[config.mk]
export PLATFORM = sky130hd
export DESIGN_NAME = bgr_startup_ctrl
export DESIGN_NICKNAME = d
export VERILOG_FILES = /design/src/rtl/bgr_startup_ctrl.sv
export SDC_FILE = /design/constraint.sdc
export NUM_CORES = 1
export LEC_CHECK = 0
export CAP_MARGIN = 0
export CORE_ASPECT_RATIO = 1.25
export CORE_UTILIZATION = 50
export DETAILED_ROUTE_END_ITERATION = 8
export PLACE_DENSITY = 0.7
export SKIP_LAST_GASP = 1
export SLEW_MARGIN = 20
export SYNTH_ARGS = -nofsm -noshare
export SYNTH_HDL_FRONTEND = slang
export SYNTH_SLANG_ARGS = --single-unit
[constraint.sdc]
create_clock -name clk -period 3.07 [get_ports clk]
set_input_delay 0.4605 -clock clk [delete_from_list [all_inputs] [get_ports clk]]
set_output_delay 0.4605 -clock clk [all_outputs]
set_load 0.005 [all_outputs]
[src/rtl/bgr_startup_ctrl.sv]
// Start-up sequencer for the bandgap core: pulses porst to kick the loop out of its zero-current
// state, qualifies vbg_ok, re-kicks on timeout or loss of regulation, and reports ready/fault.
module bgr_startup_ctrl #(
  parameter int unsigned PULSE_CYCLES  = 16,
  parameter int unsigned SETTLE_CYCLES = 1024,
  parameter int unsigned OK_FILTER     = 8,
  parameter int unsigned MAX_RETRY     = 3,
  parameter int unsigned CNT_W         = 16,
  localparam int unsigned RW = (MAX_RETRY > 0) ? $clog2(MAX_RETRY + 1) : 1
) (
  input  logic          clk,
  input  logic          rst,
  input  logic          en,
  input  logic          vbg_ok,
  output logic          porst,
  output logic          ready,
  output logic          fault,
  output logic          lock_lost,
  output logic [RW-1:0] retry_cnt,
  output logic [2:0]    state
);

  localparam int unsigned FW = $clog2(OK_FILTER + 1);

  localparam logic [CNT_W-1:0] PulseLast  = CNT_W'(PULSE_CYCLES - 1);
  localparam logic [CNT_W-1:0] SettleLast = CNT_W'(SETTLE_CYCLES - 1);
  localparam logic [FW-1:0]    FilterMax  = FW'(OK_FILTER);
  localparam logic [RW-1:0]    RetryMax   = RW'(MAX_RETRY);

  typedef enum logic [2:0] {
    StIdle   = 3'd0,
    StKick   = 3'd1,
    StSettle = 3'd2,
    StReady  = 3'd3,
    StFault  = 3'd4
  } state_e;

  state_e           state_q, state_d;
  logic [CNT_W-1:0] timer_q, timer_d;
  logic [FW-1:0]    f_cnt_q, f_cnt_d, f_inc;
  logic [RW-1:0]    retry_q, retry_d;
  logic             sync_q, ok_s;
  logic             lost_d;

  assign f_inc = (f_cnt_q == FilterMax) ? FilterMax : f_cnt_q + 1'b1;

  always_comb begin
    state_d = state_q;
    timer_d = timer_q;
    f_cnt_d = '0;
    retry_d = retry_q;
    lost_d  = 1'b0;
    if (!en) begin
      state_d = StIdle;
      timer_d = '0;
      retry_d = '0;
    end else begin
      unique case (state_q)
        StIdle: begin
          state_d = StKick;
          timer_d = '0;
          retry_d = '0;
        end
        StKick: begin
          if (timer_q == PulseLast) begin
            state_d = StSettle;
            timer_d = '0;
          end else begin
            timer_d = timer_q + 1'b1;
          end
        end
        StSettle: begin
          f_cnt_d = ok_s ? f_inc : '0;
          timer_d = timer_q + 1'b1;
          // A qualified good vbg wins over a coincident timeout.
          if (f_cnt_d == FilterMax) begin
            state_d = StReady;
            f_cnt_d = '0;
            timer_d = '0;
          end else if (timer_q == SettleLast) begin
            f_cnt_d = '0;
            timer_d = '0;
            if (retry_q < RetryMax) begin
              state_d = StKick;
              retry_d = retry_q + 1'b1;
            end else begin
              state_d = StFault;
            end
          end
        end
        StReady: begin
          f_cnt_d = ok_s ? '0 : f_inc;
          if (f_cnt_d == FilterMax) begin
            state_d = StKick;
            f_cnt_d = '0;
            timer_d = '0;
            retry_d = '0;
            lost_d  = 1'b1;
          end
        end
        StFault: begin
          state_d = StFault;
        end
        default: begin
          state_d = StIdle;
        end
      endcase
    end
  end

  // Outputs are decoded from the next state so they move on the same edge as state_q.
  always_ff @(posedge clk) begin
    if (rst) begin
      state_q   <= StIdle;
      timer_q   <= '0;
      f_cnt_q   <= '0;
      retry_q   <= '0;
      sync_q    <= 1'b0;
      ok_s      <= 1'b0;
      porst     <= 1'b0;
      ready     <= 1'b0;
      fault     <= 1'b0;
      lock_lost <= 1'b0;
    end else begin
      state_q   <= state_d;
      timer_q   <= timer_d;
      f_cnt_q   <= f_cnt_d;
      retry_q   <= retry_d;
      sync_q    <= vbg_ok;
      ok_s      <= sync_q;
      porst     <= (state_d == StKick);
      ready     <= (state_d == StReady);
      fault     <= (state_d == StFault);
      lock_lost <= lost_d;
    end
  end

  assign retry_cnt = retry_q;
  assign state     = state_q;

endmodule

Word-level counts from Yosys, hierarchy flattened. Index checks and enable logic that the tools add are counted.

$add $sub $neg: 3. Multipliers: 0. Divide/modulo/power cells: 0. Order comparisons: 1. Eq/ne operators: 16. Shifts and indexed selects: 0. Muxes and demuxes: 25. Bitwise gates (word level): 2. Reduce and logical (&&, ||, !) cells: 7.

Operators by type and width (number): $mux 16 (4); $pmux 16 s4 (1); $mux 4 (6); $mux 3 (6); $add 16x1->16 const B (1); $eq 16x10->1 const B (1); $eq 16x4->1 const B (1); $pmux 3 s5 (1); $eq 4x4->1 const B (3); $eq 3x2->1 const B (3); $mux 2 (4); $ne 2x2->1 const B (4); $pmux 4 s2 (1); $eq 3x1->1 const B (2); $eq 3x3->1 const B (2); $pmux 2 s3 (1); $reduce_and 5->1 (1); $add 4x1->4 const B (1); $reduce_bool 4->1 (1); $logic_not 3->1 (1); $reduce_bool 3->1 (1); $reduce_or 3->1 (1); $add 2x1->2 const B (1); $lt 2x2->1 const B (1); other kinds (4) (5).

Bits in registers: 31. Bits in latches: 0. Memory bits (writable): 0. ROM bits: 0. Input bits: 4. Output and inout port bits: 9. Word-level logic and storage cells: 64. Memories kept: 0.

Depth between registers and ports, before layout. Gate-level depths: netlist (run 1).

Depth in word-level cells: 8. Mapped depth: 9. Depth with buffers taken out: 7.

Worst setup path before layout (run 1). Ideal clock, no wire load.

Path kind: reg-to-reg. From: register f_cnt_q[0]. To: register timer_q[11]. Library setup time: 0.080 ns. Arrival: 2.323 ns. Data required time: 2.990 ns. Slack: 0.667 ns. Stages on the path, launching flop included: 9. Buffers on the path: 1. Period minus slack after synthesis: 2.403 ns. Path through: dfxtp_1 -> inv_1 -> ha_1 -> nand4bb_1 -> a2111oi_4 -> a211oi_2 -> buf_6 -> or4_1 -> a211oi_2.

Word-level cells in the longest chain between the ends: 6. Elaborated cells on any way between the ends: 11. Those cells by class: add/sub (1); eq/ne (4); mux (5); reduce/logical (1).

RTL lines: start: declaration (line 40) `logic [FW-1:0] f_cnt_q, f_cnt_d, f_inc;`; start signal: assignment (line 127) `f_cnt_q <= f_cnt_d;`; $add 4x1->4 / $eq 4x4->1 (equally long branches) (line 45) `assign f_inc = (f_cnt_q == FilterMax) ? FilterMax : f_cnt_q + 1'b1;`; $mux 4 * (line 45); $mux 4 (on tied branches) (line 73, 92); $eq 4x4->1 (on tied branches) (line 76, 93); $mux 16 / $ne 2x2->1 (equally long branches); $pmux 16 s4 / $reduce_and 2->1 (equally long branches); end signal: assignment (line 126) `timer_q <= timer_d;`; end: declaration (line 39) `logic [CNT_W-1:0] timer_q, timer_d;`.

Mark *: on every way between the ends. The rest lies on a longest branch, timed or not. A chain may end at the register's enable or synchronous reset.

Final worst setup path (run 1).
From: register f_cnt_q[0]. To: register timer_q[14].

The elaborated chain is that of the path after synthesis.

==> reports/qor.yml, run 1 <==
synth_edf_count: 0
crit_top_cell: "a211oi_2"
grt_use_total_pct: 24.25
tns_ps: 0
async_reset_ff_share_pct: 0
end_kind: "flop"
clkSinkCount: 31
cts-root-buf: "clkbuf_8"
utilization_pct: 60.34
netlist.area_leader.share_pct: 35.20
ys_seq_elements: 31
die_x_um: 55.11
grt_max_degree: 33
antenna_found_initial: 0
critPathCapture: "timer_q[14]$_SDFFE_PP0P_"
worstSkewPairLatency_ps: 280
dp_hpwl_um: 2904
fin_crit_sh_pct: 86.25
ant_nets: 0
slowest_delay_ps: 550
post-cts-setup-buffers: 0
grt_pass1_wl_um: 6472
final_cell_mix: "31 x dfxtp_1, 17 x nand2_1, 12 x or4_1, 12 x clkdlybuf4s50_1, 11 x o31ai_1"
crit_path_cell_trace: "inv_1, ha_1, nand4bb_1, a2111oi_4, a211oi_2, buf_4, or4_1, a211oi_2"
slew_headroom_pct: 57.87
drt_iter0_markers: 57
crit_type: "reg -> reg"
instances_no_fill: 242
r2r_setup_slack_ps: 420
finalNetCount: 214
avgSynthCellArea_sq_um: 9.134
power_leakage_nw: 0.5826
hold_violations: 0
via_count: 1585
rows: 23
dpl_worst_slack_ps: 434.9
cts_resized: 0
r2r_end: "timer_q[14]$_SDFFE_PP0P_"
synth_flop_cell: "dfxtp_1"
synth_largest_area_cell: "dfxtp_1"
worstHoldPathType: "reg -> reg"
seq_area_sq_um: 620.6
total_power_uw: 729.9
grt_setup_unrepaired: "false"
die-area_sq_um: 3769
htree_levels: 2
drcViolationCount: 0
dp.cells: 236
r2r_start: "f_cnt_q[0]$_SDFF_PP0_"
run_status: "finished clean"
worstRegToRegCells: 8
yosys_warnings: 0
io_buffers: 12
crit_required_ps: 3270
drive_gt1_share_pct: 11.71
period_needed_ps: 2648
ir_drop_uv: 361.7
io_pins: 13
postCtsHoldBufs: 0
power_density_nw_per_um2: 368.7
tritoncts: "done"
core_area_sq_um: 3281
clkSlewWorstSetupHoldPaths_ps: 60
clockBufferDepth: 2
syn_area_sq_um: 1763
synth_nets: 201
ys_types: 44
start_util_pct: 53.74
grt_pass1_vias: 1474
dieHeight_um: 68.39
layout_commonest_cell: "dfxtp_1"
syn_inst: 193
viasPerCell: 6.550
multi_input_area_sq_um: 1075
ys_seq_area_share_pct: 35.20
drt-total-wl_um: 3954
gp_congestion: 0.8089
finalMaxSlewViolations: 0
fmax_mhz: 377.7
antenna_cells: 0
skew_ps: 4.551
avgRoutedWirePerCell_um: 16.34
setup_ws_ps: 422.1
crit_arrival_ps: 2850
worst-path-buf-inv: 2
fillers: 293
grt_remaining_overflow: 0
critical_path.startpoint_type: "flop"
first_pass_iters: 4
setup_violations: 0
critical-path-top-delay-family: "simple AND/OR/NAND/NOR gates"
worst-path-stages: 8
critPathSlowestCell: "or4_1"
syn_to_final_growth_pct: 12.28
crit_start: "f_cnt_q[0]$_SDFF_PP0_"
drv_cap: 0
worstMarginPinSlew_ps: 626.2
cts_buffers: 5
critPathMaxFanout: 32
synth.area.top_cells: "dfxtp_1 35%, a211oi_2 7.1%, or4_1 5.1%"
## Yosys cell counts (2+ instances only)
library cell   n
a211oi_1       7
a211oi_2      10
a21oi_1        3
a41oi_1        3
and2_1         3
and3_1         2
and4_1         3
and4bb_2       2
buf_2          3
clkbuf_1       5
dfxtp_1       31
ha_1           4
inv_1          6
mux2i_1        3
nand2_1       17
nand2b_1       6
nand3_1        9
nand3b_1       2
nand4_1        4
nor2_1         6
nor2b_1        7
nor3_1         5
o211ai_1       2
o21ai_0        7
o31ai_1       11
or3_1          3
or4_1         12
## logic make-up (layout without fill, tap and decap cells)
family                   after synthesis  after routing  synth area share, %
multiplexers                           3              3                1.703
AO/OA/AOI/OAI                         52             52                26.54
AND/OR/NAND/NOR                       86             86                28.89
flip-flops                            31             31                35.20
XOR/XNOR                               2              2               0.9938
adder cells (fa/ha/maj)                4              4                2.839
buffers and inverters                 15             27                3.832
## through the flow
stage          hold WS (ps)  area [sq um]
4_1_cts               451.8          1979
3_5_place_dp          431.8          1907
2_1_floorplan         413.8          1763
3_3_place_gp          435.5          1907
6_report              442.7          1979
5_1_grt               471.0          1979
## state kept, by name, indices dropped and copies added (netlist names)
| name | flops |
|---|---|
| ready | 1 |
| sync_q | 1 |
| lock_lost | 1 |
| retry_cnt | 2 |
| ok_s | 1 |
| porst | 1 |
| state | 3 |
| fault | 1 |
| f_cnt_q | 4 |
| timer_q | 16 |
## worst min path at each step
stage | startpoint | to | slack (ps) | depth (start not counted)
after floorplan | sync_q$_SDFF_PP0_ | ok_s$_SDFF_PP0_ | 410 | 1
after detailed placement | sync_q$_SDFF_PP0_ | ok_s$_SDFF_PP0_ | 430 | 1
after global placement | sync_q$_SDFF_PP0_ | ok_s$_SDFF_PP0_ | 440 | 1
after global routing | sync_q$_SDFF_PP0_ | ok_s$_SDFF_PP0_ | 470 | 1
final | sync_q$_SDFF_PP0_ | ok_s$_SDFF_PP0_ | 440 | 1
after CTS | sync_q$_SDFF_PP0_ | ok_s$_SDFF_PP0_ | 450 | 1
## worst register-to-register path: cells and delay by family (launching register included)
kind                     cells  cell delay (ps)
AND/OR/NAND/NOR              2              860
AO/OA/AOI/OAI                3              650
flip-flops                   1              430
adder cells (fa/ha/maj)      1              320
buffers and inverters        2              310
## final cells by class
type | count | share of cell area, %
Multi-Input combinational cell | 147 | 54.30
Tap cell | 37 | 2.339
Sequential cell | 31 | 31.35
Clock buffer | 6 | 3.666
Timing Repair Buffer | 15 | 7.206
Inverter | 6 | 1.138
## power by group
group	switching, mW	total, mW	internal [mW]
clock	0.137	0.287	0.151
sequential	0.00344	0.409	0.405
combinational	0.0187	0.0335	0.0148
## per-layer routing
| layer | track usage [%] | share of wire, % | vias to the layer above | wire length (um) |
|---|---|---|---|---|
| met4 | 11.56 | 2.3 | 0 | 89 |
| met3 | 6.222 | 2.8 | 9 | 111 |
| met5 | 0 | 0 | - | 0 |
| met2 | 43.37 | 53 | 28 | 2083 |
| met1 | 25.50 | 42 | 774 | 1669 |
| li1 | - | - | 774 | - |
(Power assumes the default switching activity.)
==> run 2, diff against run 1 <==
--- a/config.mk
+++ b/config.mk
@@ -5,13 +5,12 @@
 export SDC_FILE = /design/constraint.sdc
 export NUM_CORES = 1
 export LEC_CHECK = 0
-export CAP_MARGIN = 0
+export CAP_MARGIN = 20
 export CORE_ASPECT_RATIO = 1.25
 export CORE_UTILIZATION = 50
 export DETAILED_ROUTE_END_ITERATION = 8
 export PLACE_DENSITY = 0.7
 export SKIP_LAST_GASP = 1
-export SLEW_MARGIN = 20
 export SYNTH_ARGS = -nofsm -noshare
 export SYNTH_HDL_FRONTEND = slang
 export SYNTH_SLANG_ARGS = --single-unit
==> results of run 2 <==
Final layout, timing and power as in run 1 (identical DEF).
